### src/rtl/button_debounce.sv
// button_debounce: synchronise and debounce one raw push-button into a clean level
// plus single-cycle press, release and long-press pulses.
module button_debounce #(
    parameter int clk_freq_hz   = 12_000_000,
    parameter int debounce_ms   = 10,
    parameter int long_press_ms = 1000
) (
    input  logic clk,
    input  logic rst_n,
    input  logic btn0,
    output logic btn_level,
    output logic press_pulse,
    output logic release_pulse,
    output logic long_press_pulse
);
    localparam int CYC_PER_MS = clk_freq_hz / 1000;
    localparam int DEB        = CYC_PER_MS * debounce_ms;
    localparam int LONG       = CYC_PER_MS * long_press_ms;
    localparam int DW         = $clog2(DEB + 1);
    localparam int LW         = $clog2(LONG + 1);
    localparam logic [DW-1:0] DEB_LAST  = DW'(DEB - 1);
    localparam logic [LW-1:0] LONG_MAX  = LW'(LONG);
    localparam logic [LW-1:0] LONG_LAST = LW'(LONG - 1);

    typedef enum logic [1:0] {IDLE, PRESS_WAIT, PRESSED, RELEASE_WAIT} state_e;

    state_e        state_q, state_d;
    logic          s1_q, s2_q;
    logic [DW-1:0] deb_q, deb_d;
    logic [LW-1:0] long_q, long_d;
    logic          done_q, done_d;
    logic          level_q, level_d;
    logic          press_q, press_d;
    logic          release_q, release_d;
    logic          lp_q, lp_d;
    logic          wait_q, wait_d, accept_press, accept_release, long_fire;

    // Two-flop synchroniser for the asynchronous button pin
    always_ff @(posedge clk or negedge rst_n) begin
        if (!rst_n) begin
            s1_q <= 1'b0;
            s2_q <= 1'b0;
        end else begin
            s1_q <= btn0;
            s2_q <= s1_q;
        end
    end

    // State, counters and registered outputs
    always_ff @(posedge clk or negedge rst_n) begin
        if (!rst_n) begin
            state_q   <= IDLE;
            deb_q     <= '0;
            long_q    <= '0;
            done_q    <= 1'b0;
            level_q   <= 1'b0;
            press_q   <= 1'b0;
            release_q <= 1'b0;
            lp_q      <= 1'b0;
        end else begin
            state_q   <= state_d;
            deb_q     <= deb_d;
            long_q    <= long_d;
            done_q    <= done_d;
            level_q   <= level_d;
            press_q   <= press_d;
            release_q <= release_d;
            lp_q      <= lp_d;
        end
    end

    // Next state: a wait state is left on a bounce or once DEB matching samples are seen
    always_comb begin
        state_d = state_q;
        case (state_q)
            IDLE:       state_d = s2_q ? PRESS_WAIT : IDLE;
            PRESS_WAIT: state_d = !s2_q ? IDLE : (deb_q == DEB_LAST ? PRESSED : PRESS_WAIT);
            PRESSED:    state_d = s2_q ? PRESSED : RELEASE_WAIT;
            default:    state_d = s2_q ? PRESSED : (deb_q == DEB_LAST ? IDLE : RELEASE_WAIT);
        endcase
    end

    // Counters and next output values; long_cnt only advances while steadily pressed
    always_comb begin
        wait_q         = (state_q == PRESS_WAIT) || (state_q == RELEASE_WAIT);
        wait_d         = (state_d == PRESS_WAIT) || (state_d == RELEASE_WAIT);
        accept_press   = (state_q == PRESS_WAIT) && (state_d == PRESSED);
        accept_release = (state_q == RELEASE_WAIT) && (state_d == IDLE);
        long_fire      = (state_q == PRESSED) && s2_q && (long_q == LONG_LAST) && !done_q;
        deb_d          = wait_d ? (wait_q ? deb_q + 1'b1 : DW'(1)) : '0;
        long_d         = accept_press ? '0 :
                         ((state_q == PRESSED) && s2_q && (long_q != LONG_MAX)) ? long_q + 1'b1 : long_q;
        done_d         = accept_press ? 1'b0 : (done_q | long_fire);
        level_d        = accept_press ? 1'b1 : (accept_release ? 1'b0 : level_q);
        press_d        = accept_press;
        release_d      = accept_release;
        lp_d           = long_fire;
    end

    assign btn_level        = level_q;
    assign press_pulse      = press_q;
    assign release_pulse    = release_q;
    assign long_press_pulse = lp_q;
endmodule

### config.mk
export PLATFORM = sky130hd
export DESIGN_NAME = button_debounce
export DESIGN_NICKNAME = d
export VERILOG_FILES = /design/src/rtl/button_debounce.sv
export SDC_FILE = /design/constraint.sdc
export NUM_CORES = 1
export LEC_CHECK = 0
export BUFFER_PORTS_ARGS = -buffer_cell sky130_fd_sc_hd__buf_2
export CAP_MARGIN = 0
export CORE_MARGIN = 5
export CORE_UTILIZATION = 65
export DETAILED_ROUTE_END_ITERATION = 10
export PLACE_DENSITY = 0.93
export SLEW_MARGIN = 20
export SYNTH_ARGS = -nofsm -noshare
export SYNTH_HDL_FRONTEND = slang
export SYNTH_SLANG_ARGS = --single-unit
export TNS_END_PERCENT = 100
### constraint.sdc
create_clock -name clk -period 5.4 [get_ports clk]
set_input_delay 0.81 -clock clk [delete_from_list [all_inputs] [get_ports clk]]
set_output_delay 0.81 -clock clk [all_outputs]
set_load 0.02 [all_outputs]
# Yosys cells after proc, flatten, opt, wreduce, memory -nomap -nowiden
# Cells that the tools add are included.
op_classes:
  bitwise_logic: 1
  muxes: 14
  add_sub_neg: 2
  n_eq_ne: 9
  n_reduce_logical: 13
op_table:
  columns: ["operator", "n"]
  rows:
  - ["$mux 24", 2]
  - ["$mux 17", 2]
  - ["$add 24x1->24 const B", 1]
  - ["$eq 24x24->1 const B", 1]
  - ["$ne 24x24->1 const B", 1]
  - ["$add 17x1->17 const B", 1]
  - ["$eq 17x17->1 const B", 1]
  - ["$eq 2x2->1 const B", 4]
  - ["$mux 2", 4]
  - ["$logic_and 1x1->1", 6]
  - ["$pmux 2 s3", 1]
  - ["$mux 1", 5]
  - ["$eq 2x1->1 const B", 2]
  - ["$logic_not 2->1", 2]
  - ["$reduce_bool 2->1", 2]
  - ["$logic_or 1x1->1", 2]
  - ["$logic_not 1->1", 1]
  - ["$or 1x1->1", 1]
word_totals:
  in_bits: 3
  out_inout_bits: 4
  regBits: 50
  word_cells: 49

# Logic depth before layout (Yosys ltp)
# Gate-level depths: netlist (run 1).
logic_depth:
  ltp_word: 8
  ltp_mapped: 7
  depth_no_buf: 6

# Worst setup path after synthesis (run 1)
# OpenSTA, ideal clock, no wires.
synth_timing:
  path_type: "register to register"
  from: "register deb_q[0]"
  to: "register long_q[10]"
  setup_ns: 0.066
  path_buffers: 1
  slack_ns: 3.678
  path_stages_with_launch: 8
  t_required_ns: 5.334
  arrival_time_ns: 1.656
  synth_period_minus_slack_ns: 1.722
  cell_sequence: "dfrtp_1 -> ha_1 -> nand4_1 -> nor4_1 -> and2_1 -> clkbuf_1 -> or4_1 -> nand2_1"
synth_between:
  elab_chain_cells: 7
  word_cells_on_any_way: 10
  classes_between: "2 x eq/ne; 6 x mux; 2 x reduce/logical"
synth_rtl:
  columns: ["item", "line_no", "text"]
  rows:
  - ["from (decl)", "29", "logic [DW-1:0] deb_q, deb_d;"]
  - ["from (signal assigned)", "53", "deb_q <= '0;"]
  - ["from (signal assigned)", "62", "deb_q <= deb_d;"]
  - ["$eq 17x17->1 *", "77, 79", null]
  - ["$mux 2, on equally long branches (2 in series)", "79, 77", null]
  - ["$pmux 2 s3 *", "75", "case (state_q)"]
  - ["$eq 2x2->1 *", "87", "accept_press = (state_q == PRESS_WAIT) && (state_d == PRESSED);"]
  - ["$logic_and 1x1->1 *", "87", null]
  - ["$mux 24 / $reduce_bool 2->1 (equally long branches)", null, null]
  - ["to (signal assigned)", "63", "long_q <= long_d;"]
  - ["to (decl)", "30", "logic [LW-1:0] long_q, long_d;"]
# Every way passes the cells marked *; elsewhere a longest branch is shown, timed or not.
# A chain may end at the register's enable or synchronous reset.

# Worst setup path after layout (run 1)
layout_timing:
  from: "register deb_q[0]"
  to: "register long_q[14]"
# The elaborated chain is that of the path after synthesis.

==> impl_metrics.env, run 1 <==
export IMPL_r2r_end="long_q[14]"
export IMPL_hold_buffers=0
export IMPL_rrSetupSlack_ns=3.34
export IMPL_min_period_over_period_pct=38.1
export IMPL_tightest_slew_ns=0.606
export IMPL_fill_cells=257
export IMPL_clock_latency_ns=0.30
export IMPL_mappedNetlistArea_mm2=0.00253
export IMPL_io_pins=7
export IMPL_cts_tree="built"
export IMPL_cp_end_kind="flip-flop"
export IMPL_viasPerCell=6.20
export IMPL_start_util_pct=68.1
export IMPL_cts_setup_buffers=0
export IMPL_vdd_ir_drop_max_mv=0.167
export IMPL_ant_nets=0
export IMPL_die_area_mm2=0.00524
export IMPL_synth_area_leaders="dfrtp_1 49%, xor2_1 7.3%, nor2_1 6.4%"
export IMPL_io_buffers=6
export IMPL_rows=22
export IMPL_cellLeakagePower_nw=1.14
export IMPL_cts_buffers=5
export IMPL_fin_ws_ns=3.34
export IMPL_areaGrowthSynthToFinish_pct=6.43
export IMPL_synth_avg_cell_area_um2=9.88
export IMPL_cts_resized=0
export IMPL_hold_path_depth=0
export IMPL_core_area_mm2=0.00372
export IMPL_startpoint="deb_q[0]"
export IMPL_status="finished clean"
export IMPL_critical_path_arrival_ns=2.26
export IMPL_clockBufferDepth=2
export IMPL_setup_tns_final_ns=0
export IMPL_holdWs_ns=0.374
export IMPL_syn_num_nets=262
export IMPL_ys_ff_latch=50
export IMPL_final_nets=269
export IMPL_clock_tree_root_cell="clkbuf_8"
export IMPL_gp_congestion=0.834
export IMPL_hold_end="s2_q"
export IMPL_post_route_min_period_ns=2.06
export IMPL_final_max_slew_viol_count=0
export IMPL_antenna_found_initial=0
export IMPL_totalWireLength_um=4890
export IMPL_drt_initial_drc_count=110
export IMPL_relSlewSlack_pct=59.6
export IMPL_hp_class="reg2reg"
export IMPL_final_hold_viol_count=0
export IMPL_critPathLaunchType="flip-flop"
export IMPL_fmax_mhz=486
export IMPL_detail_route_wl_per_cell_um=15.7
export IMPL_rsz0062_at_grt="no"
export IMPL_h_tree_depth=2
export IMPL_skew_ns=0.0104
export IMPL_route_detailed_drc=0
export IMPL_synth_top_area_share_pct=49.5
export IMPL_ys_warn_count=0
export IMPL_firstDrtPassIters=4
export IMPL_ys_types=43
export IMPL_path_max_fanout=17
export IMPL_dieHeight_um=72.4
export IMPL_grt_start_max_net_pins=51
export IMPL_p_per_area_mw_per_mm2=243
export IMPL_dp_slack_ns=3.34
export IMPL_maxCapViolCount=0
export IMPL_diodes=0
export IMPL_cts_sinks=50
export IMPL_gr_total_overflow=0
export IMPL_rr_worst_depth=6
export IMPL_dpl_hpwl_um=3380
export IMPL_ys_seq_area_share_pct=49.5
export IMPL_worstPathRequired_ns=5.61
export IMPL_setup_viol=0
export IMPL_die_x_um=72.4
export IMPL_vias=1933
export IMPL_groute_usage_overall_pct=20.8
export IMPL_netlist_instances=256
export IMPL_path_clk_slew_ns=0.10
export IMPL_min_from="s1_q"
export IMPL_path_class="reg2reg"
export IMPL_drive_gt1_share_pct=7.95
export IMPL_postLayoutCoreUtil_pct=72.5
export IMPL_grt_first_pass_wirelength_um=8550
export IMPL_timing_rr_start="deb_q[0]"
export IMPL_synth_area_leader_cell="dfrtp_1"
export IMPL_grt_pass1_vias=1999
[cells in the final DEF (no fill, tap or decap), types with 6 or more instances in the layout]
cell | Yosys | routed
xor2_1 | 21 | 21
nand2_1 | 21 | 21
dfrtp_1 | 50 | 50
and3_1 | 6 | 6
nand3_1 | 13 | 13
nor2_1 | 43 | 43
xnor2_1 | 10 | 10
nand4_1 | 14 | 14
nor3_1 | 6 | 6
[cell usage after synthesis]
library cell and number:
o211ai_1 3, clkbuf_1 1, a41oi_1 1, ha_1 3
nand2_1 21, o31ai_1 1, buf_2 2, nand2b_1 3
a21boi_1 1, o21ai_0 5, nand4_2 1, and2_1 3
nor4_1 5, and3b_1 1, nand3_1 13, nand4_1 14
and4_1 3, nor3_2 1, nor4_2 3, a31o_1 1
nor2_1 43, o211ai_2 1, nor3b_1 1, o31a_1 1
inv_1 5, o21ba_1 1, nand4b_1 2, nor2_4 1
nand3b_1 2, nor4b_1 2, and3_1 6, nor4b_2 1
xnor2_1 10, nand3_2 1, a21oi_1 5, nor3_1 6
mux2i_1 1, mux2_1 1, dfrtp_1 50, or3_1 5
xor2_1 21, or4_1 1, buf_4 3
[how the worst max path moves through the flow]
stage,to,depth (start not counted)
5_1_grt,long_q[14],6
3_5_place_dp,long_q[14],6
2_1_floorplan,long_q[10],7
3_3_place_gp,long_q[14],6
6_report,long_q[14],6
4_1_cts,long_q[14],6
[logic make-up after synthesis]
family	after synthesis	synth area share (%)
and+or+nand+nor	139	29.9
DFF	50	49.5
xor gates and xnor gates	31	10.7
AOI/OAI and AO/OA	20	5.39
buffers and inverters	11	2.18
adders and majority gates	3	1.48
muxes	2	0.841
[through the flow]
stage          instance area, um^2  power [W]  std cells
2_1_floorplan                 2530   0.000391        256
3_3_place_gp                  2580   0.000399        304
3_5_place_dp                  2580   0.000400        304
4_1_cts                       2690   0.000656        312
5_1_grt                       2690   0.000679        312
6_report                      2690   0.000654        312
[critical path, stage by stage (launching register included)]
cell	delay, ns
dfrtp_1	0.39
ha_1	0.22
nand4_1	0.15
nor3_1	0.40
nand2_1	0.20
nor2_4	0.39
o21ba_1	0.20
[metal layers]
layer | global-route usage (%) | vias to the layer above | part of all wire [%]
met1 | 24.2 | 952 | 42
met5 | 0 | - | 0
met2 | 36.8 | 52 | 52
met3 | 4.29 | 12 | 4.8
met4 | 8.81 | 0 | 1.8
li1 | - | 917 | -
[area by class of cell]
class | count | area [um^2] | area share [%]
flip-flops and latches | 50 | 1250 | 46.5
multi-input cells | 195 | 1220 | 45.4
clock buffers | 7 | 76.3 | 2.83
well taps | 48 | 60.1 | 2.23
repair buffers | 6 | 32.5 | 1.21
clock inverters | 1 | 30.0 | 1.12
inverters | 5 | 18.8 | 0.697
[state kept, by name, indices dropped and copies added, names as in the netlist]
signal,count
btn_level,1
release_pulse,1
s2_q,1
done_q,1
long_press_pulse,1
press_pulse,1
state_q,2
deb_q,17
s1_q,1
long_q,24
[power breakdown]
part	internal, W	switching [W]	total, W
combinational	0.00000269	0.0000107	0.0000134
sequential	0.000376	0.00000271	0.000379
clock	0.000139	0.000123	0.000262
Note: power is estimated with default switching activity, not from simulation.
==> run 2: changes to the inputs <==
CORE_UTILIZATION = 61   (was 65)
PLACE_DENSITY = 0.88   (was 0.93)
clock period = 1.9 ns   (was 5.4 ns; I/O delays follow)
==> impl_metrics.env, run 2 (synthesis results as in run 1) <==
export IMPL_largest_reg_flops=24
export IMPL_firstDrtPassIters=4
export IMPL_cp_end_kind="flip-flop"
export IMPL_hold_path_depth=1
export IMPL_path_max_fanout=6
export IMPL_start_util_pct=63.2
export IMPL_final_nets=289
export IMPL_critical_path_arrival_ns=2.04
export IMPL_viasPerCell=6.18
export IMPL_detail_route_wl_per_cell_um=17.0
export IMPL_grt_pass1_vias=2084
export IMPL_rrSetupSlack_ns=0.07
export IMPL_drt_initial_drc_count=196
export IMPL_largest_registers="long_q x24, deb_q x17, state_q x2"
export IMPL_ant_nets=0
export IMPL_vdd_ir_drop_max_mv=0.636
export IMPL_final_hold_viol_count=0
export IMPL_io_buffers=6
export IMPL_io_pins=7
export IMPL_path_clk_slew_ns=0.09
export IMPL_cts_sinks=50
export IMPL_die_x_um=74.4
export IMPL_die_area_mm2=0.00554
export IMPL_areaGrowthSynthToFinish_pct=14.9
export IMPL_cts_tree="built"
export IMPL_p_per_area_mw_per_mm2=648
export IMPL_post_route_min_period_ns=1.83
export IMPL_clock_tree_root_cell="clkbuf_8"
export IMPL_final_cells=333
export IMPL_totalWireLength_um=5650
export IMPL_cellLeakagePower_nw=1.27
export IMPL_most_common_layout_cells="49 x dfrtp_1, 43 x nor2_1, 21 x xor2_1, 21 x nand2_1, 18 x buf_4"
export IMPL_regMostFlops="long_q"
export IMPL_core_area_mm2=0.00400
export IMPL_gr_total_overflow=0
export IMPL_diodes=0
export IMPL_clockBufferDepth=2
export IMPL_worstPathRequired_ns=2.11
export IMPL_antenna_found_initial=0
export IMPL_path_class="reg2reg"
export IMPL_dp_cells=317
export IMPL_hp_class="in2reg"
export IMPL_dpl_hpwl_um=3830
export IMPL_critPathLaunchType="flip-flop"
export IMPL_route_detailed_drc=0
export IMPL_groute_usage_overall_pct=22.6
export IMPL_cts_buffers=5
export IMPL_vias=2057
export IMPL_grt_start_max_net_pins=27
export IMPL_dieHeight_um=74.4
export IMPL_mostFrequentLayoutCell="dfrtp_1"
export IMPL_relSlewSlack_pct=61.4
export IMPL_status="finished clean"
export IMPL_rows=23
export IMPL_power_total_w=0.00188
export IMPL_tightest_slew_ns=0.579
export IMPL_grt_first_pass_wirelength_um=9600
export IMPL_skew_ns=0.00463
export IMPL_min_period_over_period_pct=96.4
export IMPL_fmax_mhz=546
export IMPL_maxCapViolCount=0
export IMPL_gp_congestion=0.878
export IMPL_clock_latency_ns=0.31
export IMPL_setup_viol=0
export IMPL_h_tree_depth=2
export IMPL_final_max_slew_viol_count=0
export IMPL_drive_gt1_share_pct=17.3
export IMPL_rr_worst_depth=6
==> run 2: changes by cell type in the layout (fill, tap and decap cells not counted), sizes merged <==
| cell | delta |
|---|---|
| buf | +19 |
| clkbuf | -2 |
| clkinv | +1 |
| dlygate4sd3 | +1 |
==> run 2: what timing repair did <==
item / 4_1_cts / 5_1_grt
hold buffers: 1 / 0
resized for setup: 2 / 8
pin swaps: 0 / 4
setup endpoints to repair: 10 / 45
buffers inserted: 0 / 8
endpoints found under the hold margin: 24 / 0
==> run 2: final cells by class <==
cell class | count | area [um^2]
Sequential cell | 50 | 1250
Multi-Input combinational cell | 195 | 1270
Fill cell | 270 | 1090
Inverter | 5 | 18.8
Clock buffer | 5 | 68.8
Timing Repair Buffer | 26 | 195
Tap cell | 50 | 62.6
Clock inverter | 2 | 38.8
==> run 2: final timing paths <==
check | startpoint | to
max in group asynchronous | rst_n | deb_q[11]
hold reg to reg | s1_q | s2_q
setup reg to reg | long_q[19] | long_q[14]
min in group asynchronous | rst_n | long_q[2]
setup / recovery | long_q[19] | long_q[14]
hold / removal | btn0 | s1_q
==> run 2: power breakdown <==
group          internal, W  leakage, nW  switching, W
combinational    0.0000180        0.527     0.0000341
clock             0.000388       0.0542      0.000366
sequential         0.00107        0.688    0.00000909
total              0.00147         1.27      0.000410
==> run 2: metal layers <==
layer / vias to the layer above / global-route usage (%) / share of wire (%)
met4: 0 / 8.89 / 3.3
li1: 952 / - / -
met2: 70 / 39.0 / 53
met5: - / 0 / 0
met3: 20 / 5.54 / 4.5
met1: 1015 / 27.2 / 39
==> run 2: critical path: stages (launching register included) <==
cell and delay (ns):
dfrtp_1 0.43, nor4b_1 0.43, nand4_1 0.15, buf_4 0.19
o211ai_2 0.28, nor4_1 0.08, o21ba_1 0.18
==> run 2: stage by stage <==
stage	setup TNS [ns]	utilization (%)	worst slack [ns]	hold slack [ns]	area, um^2
after CTS	0	70.3	0.0179	0.0698	2810
after detailed placement	-0.0885	67.0	-0.0310	0.316	2680
after global placement	0	67.0	0.127	0.298	2680
final	0	72.7	0.0679	0.0753	2910
after floorplan	0	-	0.178	-0.0106	2530
after global routing	-0.204	72.7	-0.0596	0.0569	2910
==> run 3: changes to the inputs <==
CORE_ASPECT_RATIO = 1.5   (was unset)
==> impl_metrics.env, run 3 (synthesis results as in run 1) <==
export IMPL_cellLeakagePower_nw=1.27
export IMPL_vias=2032
export IMPL_cts_tree="built"
export IMPL_comb_power_share_pct=2.5
export IMPL_holdWs_ns=0.0822
export IMPL_setup_viol=0
export IMPL_maxCapViolCount=0
export IMPL_regMostFlops="long_q"
export IMPL_most_common_layout_cells="49 x dfrtp_1, 43 x nor2_1, 21 x xor2_1, 21 x nand2_1"
export IMPL_critPathLaunchType="flip-flop"
export IMPL_final_nets=287
export IMPL_drive_gt1_share_pct=16.3
export IMPL_grt_start_max_net_pins=29
export IMPL_worstPathRequired_ns=2.15
export IMPL_crit_chain="ha_2 > nand4_1 > nor4_2 > and2_2 > or4_1 > nand2_1"
export IMPL_diodes=0
export IMPL_h_tree_depth=2
export IMPL_viasPerCell=6.21
export IMPL_clockBufferDepth=2
export IMPL_critPathSlowestCell="or4_1"
export IMPL_firstDrtPassIters=4
export IMPL_route_detailed_drc=0
export IMPL_totalWireLength_um=5590
export IMPL_p_int_w=0.00137
export IMPL_finalInstanceArea_mm2=0.00289
export IMPL_path_class="reg2reg"
export IMPL_slowest_delay_ns=0.52
export IMPL_antenna_found_initial=0
export IMPL_areaGrowthSynthToFinish_pct=14.1
export IMPL_netSwitchingFraction_pct=22.2
export IMPL_post_route_min_period_ns=1.81
export IMPL_vdd_ir_drop_max_mv=0.651
export IMPL_final_max_slew_viol_count=0
export IMPL_largest_registers="long_q x24, deb_q x17, state_q x2"
export IMPL_die_area_mm2=0.00556
export IMPL_critical_path_arrival_ns=2.06
export IMPL_power_total_w=0.00177
export IMPL_clock_latency_ns=0.31
export IMPL_ant_nets=0
export IMPL_seqPwrFrac_pct=60.9
export IMPL_largest_reg_flops=24
export IMPL_p_clk_share_pct=36.6
export IMPL_cp_end_kind="flip-flop"
export IMPL_dpl_hpwl_um=3850
export IMPL_dieHeight_um=88.9
export IMPL_io_buffers=6
export IMPL_drt_initial_drc_count=142
export IMPL_gp_congestion=0.924
export IMPL_detail_route_wl_per_cell_um=17.1
export IMPL_fmax_mhz=553
export IMPL_grt_pass1_vias=2052
export IMPL_cts_sinks=50
export IMPL_place_area_mm2=0.00270
export IMPL_skew_ns=0.00816
export IMPL_path_clk_slew_ns=0.09
export IMPL_path_max_fanout=6
export IMPL_hp_class="in2reg"
export IMPL_relSlewSlack_pct=65.5
export IMPL_tightest_slew_ns=0.517
export IMPL_status="finished clean"
export IMPL_dp_cells=314
export IMPL_mostFrequentLayoutCell="dfrtp_1"
export IMPL_final_hold_viol_count=0
export IMPL_gr_total_overflow=0
export IMPL_cts_buffers=5
export IMPL_die_x_um=62.6
export IMPL_start_util_pct=63.3
export IMPL_grt_first_pass_wirelength_um=9400
export IMPL_groute_usage_overall_pct=21.4
export IMPL_p_sw_w=0.000393
export IMPL_clock_tree_root_cell="clkbuf_8"
export IMPL_core_area_mm2=0.00399
export IMPL_cpLargestDelayFamily="simple AND/OR/NAND/NOR gates"
export IMPL_timing_critical_path_buf_inv=0
export IMPL_rows=28
export IMPL_io_pins=7
export IMPL_final_cells=327
export IMPL_fill_cells=286
export IMPL_min_period_over_period_pct=95.3
export IMPL_p_per_area_mw_per_mm2=612
==> run 3: cell count changes in the layout (fill, tap and decap cells not counted), sizes merged <==
cell	previous run	this run
buf	25	23
bufinv	1	0
clkbuf	5	6
clkinvlp	0	1
==> run 3: final timing paths <==
check                      startpoint  slack (ns)  depth (start not counted)    endpoint
min                              btn0        0.08                          1        s1_q
min reg2reg                      s1_q        0.36                          0        s2_q
max reg2reg                  deb_q[0]        0.09                          6  long_q[10]
min in group asynchronous       rst_n        0.47                          2      done_q
max in group asynchronous       rst_n        0.90                          3   long_q[4]
max                          deb_q[0]        0.09                          6  long_q[10]
==> run 3: metrics by stage <==
stage                     setup TNS, ns  setup slack [ns]  utilization [%]
final                                 0            0.0901             72.3
after global routing            -0.0396           -0.0298             72.3
after CTS                             0            0.0110             70.3
after detailed placement              0            0.0339             67.7
after global placement                0            0.0682             67.7
after floorplan                       0             0.178                -
==> run 3: power by group through the flow <==
stage / Clock (W) / Combinational (W) / Sequential, W
after floorplan: 0 / 0.0000164 / 0.00109
after global placement: 0 / 0.0000425 / 0.00110
after detailed placement: 0 / 0.0000439 / 0.00110
after CTS: 0.000666 / 0.0000454 / 0.00108
after global routing: 0.000701 / 0.0000516 / 0.00108
final: 0.000647 / 0.0000443 / 0.00108
==> run 3: final cells by class <==
class / count / area [um^2] / share of cell area, %
tap: 45 / 56.3 / 1.95
clock buffer: 6 / 82.6 / 2.86
multi-input combinational: 195 / 1260 / 43.6
inverter: 5 / 18.8 / 0.650
clock inverter: 2 / 12.5 / 0.433
sequential: 50 / 1250 / 43.4
timing repair buffer: 24 / 205 / 7.11
==> run 3: worst register-to-register path, cell delays in order (launching register included) <==
cell and delay [ns]:
dfrtp_1 0.42, ha_2 0.22, nand4_1 0.18, nor4_2 0.09, and2_2 0.25, or4_1 0.52, nand2_1 0.08
==> run 3: metal layers <==
metal	track usage (%)	routed length [um]	share of wire (%)	vias up
met4	12.2	206	3.7	0
met2	40.1	3070	55	62
met1	22.5	2100	38	1000
met3	3.68	212	3.8	20
li1	-	-	-	950
met5	0	0	0	-
==> run 3: timing repair <==
| action | in CTS | in global routing |
|---|---|---|
| endpoints found under the setup margin | 0 | 28 |
| hold buffers | 1 | 0 |
| endpoints found under the hold margin | 22 | 0 |
| setup buffers | 0 | 4 |
| resized for setup | 0 | 8 |
